===== src/rtl/arm_multicycle_controller.sv =====
// rtl/arm_multicycle_controller.sv - multicycle sequencer for the ARM-subset core
// Steps the shared ALU/memory datapath through the instruction phases and owns NZCV.
module arm_multicycle_controller (
  input  logic       clk,
  input  logic       reset,
  input  logic [3:0] Cond,
  input  logic [1:0] Op,
  input  logic [5:0] Funct,
  input  logic [3:0] Rd,
  input  logic [3:0] ALUFlags,
  input  logic       MemReady,
  output logic       MemReq,
  output logic       MemWrite,
  output logic       IRWrite,
  output logic       PCWrite,
  output logic       RegWrite,
  output logic       LinkWrite,
  output logic       AdrSrc,
  output logic       ALUSrcA,
  output logic [1:0] ALUSrcB,
  output logic [1:0] ALUControl,
  output logic [1:0] ImmSrc,
  output logic [1:0] ResultSrc,
  output logic [3:0] Flags,
  output logic [3:0] State
);

  typedef enum logic [3:0] {
    S_FETCH    = 4'd0,
    S_DECODE   = 4'd1,
    S_MEMADR   = 4'd2,
    S_MEMREAD  = 4'd3,
    S_MEMWB    = 4'd4,
    S_MEMWRITE = 4'd5,
    S_EXECR    = 4'd6,
    S_EXECI    = 4'd7,
    S_ALUWB    = 4'd8,
    S_BRANCH   = 4'd9
  } state_t;

  localparam logic [1:0] ALU_ADD = 2'b00;
  localparam logic [1:0] ALU_SUB = 2'b01;
  localparam logic [1:0] ALU_MOV = 2'b10;
  localparam logic [1:0] ALU_CMP = 2'b11;

  state_t     state_q, state_d;
  logic [3:0] flags_q, flags_d;
  logic       cond_ex;
  logic       dp_valid;
  logic [1:0] dp_alu;
  logic       n_f, z_f, c_f, v_f;

  always_ff @(posedge clk) begin
    if (reset) begin
      state_q <= S_FETCH;
      flags_q <= 4'b0000;
    end else begin
      state_q <= state_d;
      flags_q <= flags_d;
    end
  end

  assign {n_f, z_f, c_f, v_f} = flags_q;

  always_comb begin
    case (Cond)
      4'b0000: cond_ex = z_f;
      4'b0001: cond_ex = !z_f;
      4'b0010: cond_ex = c_f;
      4'b0011: cond_ex = !c_f;
      4'b0100: cond_ex = n_f;
      4'b0101: cond_ex = !n_f;
      4'b0110: cond_ex = v_f;
      4'b0111: cond_ex = !v_f;
      4'b1000: cond_ex = c_f && !z_f;
      4'b1001: cond_ex = !c_f || z_f;
      4'b1010: cond_ex = (n_f == v_f);
      4'b1011: cond_ex = (n_f != v_f);
      4'b1100: cond_ex = !z_f && (n_f == v_f);
      4'b1101: cond_ex = z_f || (n_f != v_f);
      4'b1110: cond_ex = 1'b1;
      default: cond_ex = 1'b0;
    endcase
  end

  always_comb begin
    dp_valid = 1'b1;
    dp_alu   = ALU_ADD;
    case (Funct[4:1])
      4'b0100: dp_alu = ALU_ADD;
      4'b0010: dp_alu = ALU_SUB;
      4'b1010: dp_alu = ALU_CMP;
      4'b1101: dp_alu = ALU_MOV;
      default: dp_valid = 1'b0;
    endcase
  end

  always_comb begin
    state_d    = S_FETCH;
    flags_d    = flags_q;
    MemReq     = 1'b0;
    MemWrite   = 1'b0;
    IRWrite    = 1'b0;
    PCWrite    = 1'b0;
    RegWrite   = 1'b0;
    LinkWrite  = 1'b0;
    AdrSrc     = 1'b0;
    ALUSrcA    = 1'b0;
    ALUSrcB    = 2'b00;
    ALUControl = ALU_ADD;
    ImmSrc     = 2'b00;
    ResultSrc  = 2'b00;
    case (state_q)
      S_FETCH: begin
        MemReq    = 1'b1;
        ALUSrcA   = 1'b1;
        ALUSrcB   = 2'b10;
        ResultSrc = 2'b10;
        if (MemReady) begin
          IRWrite = 1'b1;
          PCWrite = 1'b1;
          state_d = S_DECODE;
        end else begin
          state_d = S_FETCH;
        end
      end
      S_DECODE: begin
        if (cond_ex) begin
          case (Op)
            2'b00:   if (dp_valid) state_d = Funct[5] ? S_EXECI : S_EXECR;
            2'b01:   state_d = S_MEMADR;
            2'b10:   state_d = S_BRANCH;
            default: state_d = S_FETCH;
          endcase
        end
      end
      S_EXECR, S_EXECI: begin
        ALUControl = dp_alu;
        if (state_q == S_EXECI) ALUSrcB = 2'b01;
        if (Funct[0] || dp_alu == ALU_CMP) flags_d = ALUFlags;
        state_d = (dp_alu == ALU_CMP) ? S_FETCH : S_ALUWB;
      end
      S_ALUWB, S_MEMWB: begin
        ResultSrc = (state_q == S_MEMWB) ? 2'b01 : 2'b00;
        if (Rd == 4'd15) PCWrite = 1'b1;
        else             RegWrite = 1'b1;
      end
      S_MEMADR: begin
        ALUSrcB    = 2'b01;
        ImmSrc     = 2'b01;
        ALUControl = Funct[3] ? ALU_ADD : ALU_SUB;
        state_d    = Funct[0] ? S_MEMREAD : S_MEMWRITE;
      end
      S_MEMREAD: begin
        MemReq  = 1'b1;
        AdrSrc  = 1'b1;
        state_d = MemReady ? S_MEMWB : S_MEMREAD;
      end
      S_MEMWRITE: begin
        MemReq   = 1'b1;
        MemWrite = 1'b1;
        AdrSrc   = 1'b1;
        state_d  = MemReady ? S_FETCH : S_MEMWRITE;
      end
      S_BRANCH: begin
        ALUSrcA   = 1'b1;
        ALUSrcB   = 2'b01;
        ImmSrc    = 2'b10;
        ResultSrc = 2'b10;
        PCWrite   = 1'b1;
        LinkWrite = Funct[4];
      end
      default: state_d = S_FETCH;
    endcase
    // Reset aborts any in-flight request: strobes and selects all read 0.
    if (reset) begin
      MemReq     = 1'b0;
      MemWrite   = 1'b0;
      IRWrite    = 1'b0;
      PCWrite    = 1'b0;
      RegWrite   = 1'b0;
      LinkWrite  = 1'b0;
      AdrSrc     = 1'b0;
      ALUSrcA    = 1'b0;
      ALUSrcB    = 2'b00;
      ALUControl = 2'b00;
      ImmSrc     = 2'b00;
      ResultSrc  = 2'b00;
    end
  end

  assign Flags = flags_q;
  assign State = state_q;

endmodule


===== config.mk =====
export PLATFORM = sky130hd
export DESIGN_NAME = arm_multicycle_controller
export DESIGN_NICKNAME = d
export VERILOG_FILES = /design/src/rtl/arm_multicycle_controller.sv
export SDC_FILE = /design/constraint.sdc
export NUM_CORES = 1
export LEC_CHECK = 0
export CAP_MARGIN = 20
export CORE_ASPECT_RATIO = 0.75
export CORE_MARGIN = 2
export CORE_UTILIZATION = 35
export DETAILED_ROUTE_END_ITERATION = 8
export HOLD_SLACK_MARGIN = 0.08
export PLACE_DENSITY = 0.76
export SLEW_MARGIN = 20
export SYNTH_ARGS = -nofsm -noshare
export SYNTH_HDL_FRONTEND = slang
export SYNTH_SLANG_ARGS = --single-unit

===== constraint.sdc =====
create_clock -name clk -period 4.2 [get_ports clk]
set_input_delay 0.42 -clock clk [delete_from_list [all_inputs] [get_ports clk]]
set_output_delay 0.42 -clock clk [all_outputs]
set_load 0.02 [all_outputs]

==> out/results.ini, run 1 <==
[status]
status = completed

[route]
drt-initial-drc-count = 62
vias = 1049
firstDrtPassIters = 4
drcViolationCount = 0
ant_nets = 0
viasPerCell = 5.52
wl_um = 2760
routedWlPerCell_um = 14.5

[synth]
ys_seq_elements = 8
netlist.area_leader.share_pct = 18.5
yosys_warnings = 0
yosysSeqAreaShare_pct = 18.5
synth-edff-count = 0
netlist_instances = 116
synth_area_leader_cell = dfxtp_1
postSynth.asyncResetShare_pct = 0
yosysMostFrequentCell = nor2_1
netlist_top_cells_count = nor2_1, nand2_1, nor3_1, dfxtp_1, mux2i_1
ys_top_cells_by_area = dfxtp_1, mux2i_1, nor3_1, nor2_1, nand2_1
synth.avg_cell_area_um2 = 7.46
mappedNetlistArea_um2 = 866
yosysUniqueCellTypes = 48
ys.flop_type = dfxtp_1
synth_nets = 139

[critical_path]
crit_slowest_cell = clkdlybuf4s50_1
startpoint_type = input pin
ff2ff_path_depth = 3
crit_top_cell = clkdlybuf4s50_1
max_stage_delay_ps = 670
critPathKind = input pin to output port
critPathCaptureType = output port
critPathRequiredTime_ps = 3780
rrSetupSlack_ps = 2500
path_buf_inv = 2
r2r_start = State[0]$_SDFF_PP0_
r2r_end = State[3]$_SDFF_PP0_
crit_path_max_fanout = 10
crit_path_cell_trace = clkdlybuf4s50_1, nor2_1, nand2_1, a2111oi_0, clkdlybuf4s50_1
cp.arrival_ps = 2600
critPathTopFamily = buffers and inverters

[final_layout]
diodes = 0
utilization_pct = 57.6
layout.nets = 181
area_delta_synth_final_pct = 54.8
fin_area_um2 = 1340
layout-drive-gt1-share_pct = 6.41

[global_routing]
grt_pass1_wl_um = 4100
track_usage_pct = 19.6
grt-ovfl-total = 0
antenna_found_initial = 0
grt_max_degree = 15
grt_pass1_vias = 903

[timing]
drv_slew = 0
min_period_ps = 3020
rsz0062_at_grt = no
setup_viol = 0
tightestPinTransition_ps = 545
fin_worst_skew_ps = 7.21
finalHoldViolCount = 0
tns_ps = 0
setup_ws_ps = 1180
holdWs_ps = 618
final.period_utilization_pct = 71.9
worst_slew_margin_rel_pct = 63.5
fmax_ghz = 0.331

[clock_tree]
post_cts_buffers = 0
clk_latency_ps = 260
cts_resized = 0
cts_buffer_depth = 2
htreeDepth = 1
clock_sinks = 8
root_buffer = clkbuf_4
cts_tree = done
cts.clk_slew.worst_paths_ps = 60
cts_made_buffers = 3
cts_hold_buf = 0

[hold_path]
hold_class = flop to flop
whs_path_depth = 2
whs_endpoint = Flags[1]$_SDFFE_PP0P_
hp-start = Flags[1]$_SDFFE_PP0P_

[placed_design]
dp_hpwl_um = 2230
place_area_um2 = 1320
port-buffer-count = 46
gp_congestion = 0.866
place_ws_ps = 1200

[power]
vdd_drop_max_v = 0.0000927
p_leak_nw = 0.487
power.density_nw_per_um2 = 168

[run]
maxCapViolCount = 0

[floorplan]
pin_count = 47
rows = 15
die-area_um2 = 2890
initial_core_util_pct = 37.2
core_area_um2 = 2330
die_w_um = 61.4
chipHeight_um = 47.1

registers in the layout, summed over array words and instances (netlist names):
signal,count
Flags,4
State,4
routing by layer:
metal	GRT usage, %	routed length (um)
met1	25.9	1200
met2	32.8	1380
met3	4.13	164
met4	5.96	18
met5	0	0
through the flow:
step           std cells  total power, W
6_report             190        0.000224
2_1_floorplan        116        0.000126
4_1_cts              190        0.000225
3_5_place_dp         187        0.000165
3_3_place_gp         187        0.000163
5_1_grt              190        0.000234
cells in the final DEF, fill, tap and decap left out, types with 5 or more instances in the layout:
master	count
inv_1	5
dfxtp_1	8
nand2b_1	5
clkdlybuf4s50_1	46
nand2_1	9
nor2_1	11
nor3_1	9
mux2i_1	7
cell type report:
| type | instances | area, um2 |
|---|---|---|
| multi-input cells | 94 | 636 |
| repair buffers | 46 | 460 |
| well taps | 34 | 42.5 |
| inverters | 5 | 18.8 |
| flip-flops and latches | 8 | 160 |
| clock buffers | 3 | 22.5 |
| fillers | 227 | 987 |
power breakdown:
group | total (W) | switching (W) | internal (W) | leakage, nW
Combinational | 0.0000834 | 0.0000391 | 0.0000442 | 0.409
Sequential | 0.0000811 | 0.00000407 | 0.0000771 | 0.0647
Clock | 0.0000600 | 0.0000272 | 0.0000328 | 0.0138
worst max-delay path by stage:
stage          start       endpoint  slack [ps]  cells after the start
6_report       reset  ALUControl[0]        1180                      5
5_1_grt        reset  ALUControl[0]        1070                      5
2_1_floorplan  reset  ALUControl[0]        1720                      4
4_1_cts        reset  ALUControl[0]        1200                      5
3_3_place_gp   reset  ALUControl[0]        1260                      5
3_5_place_dp   reset  ALUControl[0]        1200                      5
tightest hold or removal path, cell delays in order, from the launching register on:
cell     delay (ps)
dfxtp_1         370
mux2i_1         150
nor2_1           50
cells by family (layout without fill, tap and decap cells):
logic type	Yosys count	in the layout	synth area share (%)
AOI/OAI and AO/OA	22	22	19.2
buffers and inverters	14	54	8.09
xor gates and xnor gates	6	6	6.07
muxes	7	7	8.09
and+or+nand+nor	59	59	40.0
DFF	8	8	18.5
Note: power is estimated with default switching activity, not from simulation.
==> run 2, diff against run 1 <==
==> constraint.sdc (replaced) <==
create_clock -name clk -period 2.95 [get_ports clk]
set_input_delay 0.295 -clock clk [delete_from_list [all_inputs] [get_ports clk]]
set_output_delay 0.295 -clock clk [all_outputs]
set_load 0.02 [all_outputs]
==> out/results.ini, run 2 (same netlist as run 1, synthesis figures left out) <==
[critical_path]
crit_slowest_cell = clkdlybuf4s50_1  ; unchanged
cp.arrival_ps = 2260  ; was 2600 ps
startpoint_type = input pin  ; unchanged
critPathCaptureType = output port  ; unchanged
rrSetupSlack_ps = 1160  ; was 2500 ps
max_stage_delay_ps = 590  ; was 670 ps
crit_top_cell = clkdlybuf4s50_1  ; unchanged
startpoint = reset  ; unchanged
critPathKind = input pin to output port  ; unchanged
r2r_end = State[3]$_SDFF_PP0_  ; unchanged
crit_path_max_fanout = 6  ; was 10
ff2ff_path_depth = 5  ; was 3
critPathCapture = ALUSrcA  ; was ALUControl[0]
r2r_start = Flags[3]$_SDFFE_PP0P_  ; was State[0]$_SDFF_PP0_
critPathRequiredTime_ps = 2650  ; was 3780 ps
crit_path_cell_trace = clkdlybuf4s50_1, nor2_1, nand2_1, nor3_1, or2_2, clkdlybuf4s50_1  ; was clkdlybuf4s50_1, nor2_1, nand2_1, a2111oi_0, clkdlybuf4s50_1

[final_layout]
area_delta_synth_final_pct = 56.5  ; was 54.8%
stdcell_count = 192  ; was 190
final_common_cell = clkdlybuf4s50_1  ; unchanged
layout.nets = 183  ; was 181
utilization_pct = 58.2  ; was 57.6%
layout-drive-gt1-share_pct = 7.59  ; was 6.41%
fin_area_um2 = 1360  ; was 1340 um2
fillers = 227  ; unchanged
diodes = 0  ; unchanged
final_cell_mix = clkdlybuf4s50_1, nor2_1, nand2_1, nor3_1, dfxtp_1  ; unchanged

[clock_tree]
cts_tree = done  ; unchanged
cts_made_buffers = 3  ; unchanged
clk_latency_ps = 250  ; was 260 ps
root_buffer = clkbuf_4  ; unchanged
cts.clk_slew.worst_paths_ps = 50  ; was 60 ps
cts_resized = 0  ; unchanged
cts_buffer_depth = 2  ; unchanged
post_cts_buffers = 0  ; unchanged
cts_hold_buf = 0  ; unchanged
htreeDepth = 1  ; unchanged
clock_sinks = 8  ; unchanged

[hold_path]
hold_class = flop to flop  ; unchanged

[placed_design]
gp_congestion = 0.905  ; was 0.866
port-buffer-count = 46  ; unchanged
dp_cells = 189  ; was 187
dp_hpwl_um = 2060  ; was 2230 um
place_area_um2 = 1330  ; was 1320 um2

[power]
vdd_drop_max_v = 0.000104  ; was 0.0000927 V
p_leak_nw = 0.497  ; was 0.487 nW
power.density_nw_per_um2 = 232  ; was 168 nW/um2
total_power_w = 0.000315  ; was 0.000224 W

[route]
firstDrtPassIters = 4  ; unchanged
wl_um = 2540  ; was 2760 um
routedWlPerCell_um = 13.2  ; was 14.5 um
ant_nets = 0  ; unchanged
viasPerCell = 5.35  ; was 5.52
drt-initial-drc-count = 65  ; was 62
drcViolationCount = 0  ; unchanged
vias = 1028  ; was 1049

[floorplan]
die-area_um2 = 2890  ; unchanged
initial_core_util_pct = 37.2  ; unchanged
rows = 15  ; unchanged
die_w_um = 61.4  ; unchanged
pin_count = 47  ; unchanged
core_area_um2 = 2330  ; unchanged
chipHeight_um = 47.1  ; unchanged

[timing]
min_period_ps = 2560
fin_worst_skew_ps = 2.92  ; was 7.21 ps
rsz0062_at_grt = no  ; unchanged
finalHoldViolCount = 0  ; unchanged
fmax_ghz = 0.391
final.period_utilization_pct = 86.6
drv_slew = 0  ; unchanged
worst_slew_margin_rel_pct = 63.9  ; was 63.5%
tns_ps = 0  ; unchanged
tightestPinTransition_ps = 540  ; was 545 ps
setup_viol = 0  ; unchanged

[global_routing]
grt_pass1_wl_um = 3870  ; was 4100 um
antenna_found_initial = 0  ; unchanged
grt_max_degree = 14  ; was 15
grt_pass1_vias = 866  ; was 903
grt-ovfl-total = 0  ; unchanged
track_usage_pct = 18.0  ; was 19.6%

[run]
maxCapViolCount = 0  ; unchanged

[status]
status = completed  ; unchanged

## run 2: cell types whose count changed in the layout (fill, tap and decap cells not counted)
cell / delta
buf_4: +2
## run 2: how the worst min path moves through the flow
stage / from / endpoint / slack (ps) / cells past startpoint
2_1_floorplan: ALUFlags[0] / Flags[0]$_SDFFE_PP0P_ / 440 / 2
3_3_place_gp: Flags[0]$_SDFFE_PP0P_ / Flags[0]$_SDFFE_PP0P_ / 580 / 2
3_5_place_dp: Flags[0]$_SDFFE_PP0P_ / Flags[0]$_SDFFE_PP0P_ / 600 / 2
4_1_cts: Flags[0]$_SDFFE_PP0P_ / Flags[0]$_SDFFE_PP0P_ / 610 / 2
5_1_grt: Flags[0]$_SDFFE_PP0P_ / Flags[0]$_SDFFE_PP0P_ / 610 / 2
6_report: Flags[0]$_SDFFE_PP0P_ / Flags[0]$_SDFFE_PP0P_ / 590 / 2
## run 2: stage by stage
| stage | hold WS (ps) | setup WS (ps) |
|---|---|---|
| 3_5_place_dp | 603 | 391 |
| 3_3_place_gp | 582 | 413 |
| 5_1_grt | 613 | 219 |
| 2_1_floorplan | 439 | 629 |
| 4_1_cts | 609 | 387 |
| 6_report | 593 | 395 |
## run 2: layout make-up
cell class                      count  area (um2)  area share, %
Multi-Input combinational cell     94         636           46.9
Timing Repair Buffer               48         475           35.1
Tap cell                           34        42.5           3.14
Clock buffer                        3        22.5           1.66
Sequential cell                     8         160           11.8
Inverter                            5        18.8           1.39
## run 2: layer usage
| layer | up-vias | routed length [um] | GRT usage (%) |
|---|---|---|---|
| met5 | - | 0 | 0 |
| met4 | 0 | 0 | 5.11 |
| met3 | 0 | 62 | 2.48 |
| met2 | 22 | 1280 | 28.7 |
| met1 | 487 | 1200 | 25.7 |
| li1 | 519 | - | - |
## run 2: where the power goes
part,internal [W],switching (W)
Combinational,0.0000651,0.0000581
Clock,0.0000463,0.0000334
Sequential,0.000110,0.00000220
Total,0.000221,0.0000937
## run 2: worst max-delay path, delay by kind of cell
family                 cells  cell delay (ps)
and+or+nand+nor            4              940
buffers and inverters      2             1020
==> run 3, diff against run 2 <==
--- a/config.mk
+++ b/config.mk
@@ -12,6 +12,7 @@
 export DETAILED_ROUTE_END_ITERATION = 8
 export HOLD_SLACK_MARGIN = 0.08
 export PLACE_DENSITY = 0.76
+export SKIP_CTS_REPAIR_TIMING = 1
 export SLEW_MARGIN = 20
 export SYNTH_ARGS = -nofsm -noshare
 export SYNTH_HDL_FRONTEND = slang
==> results of run 3 <==
The final DEF is identical to that of run 2; final timing and power are the same.
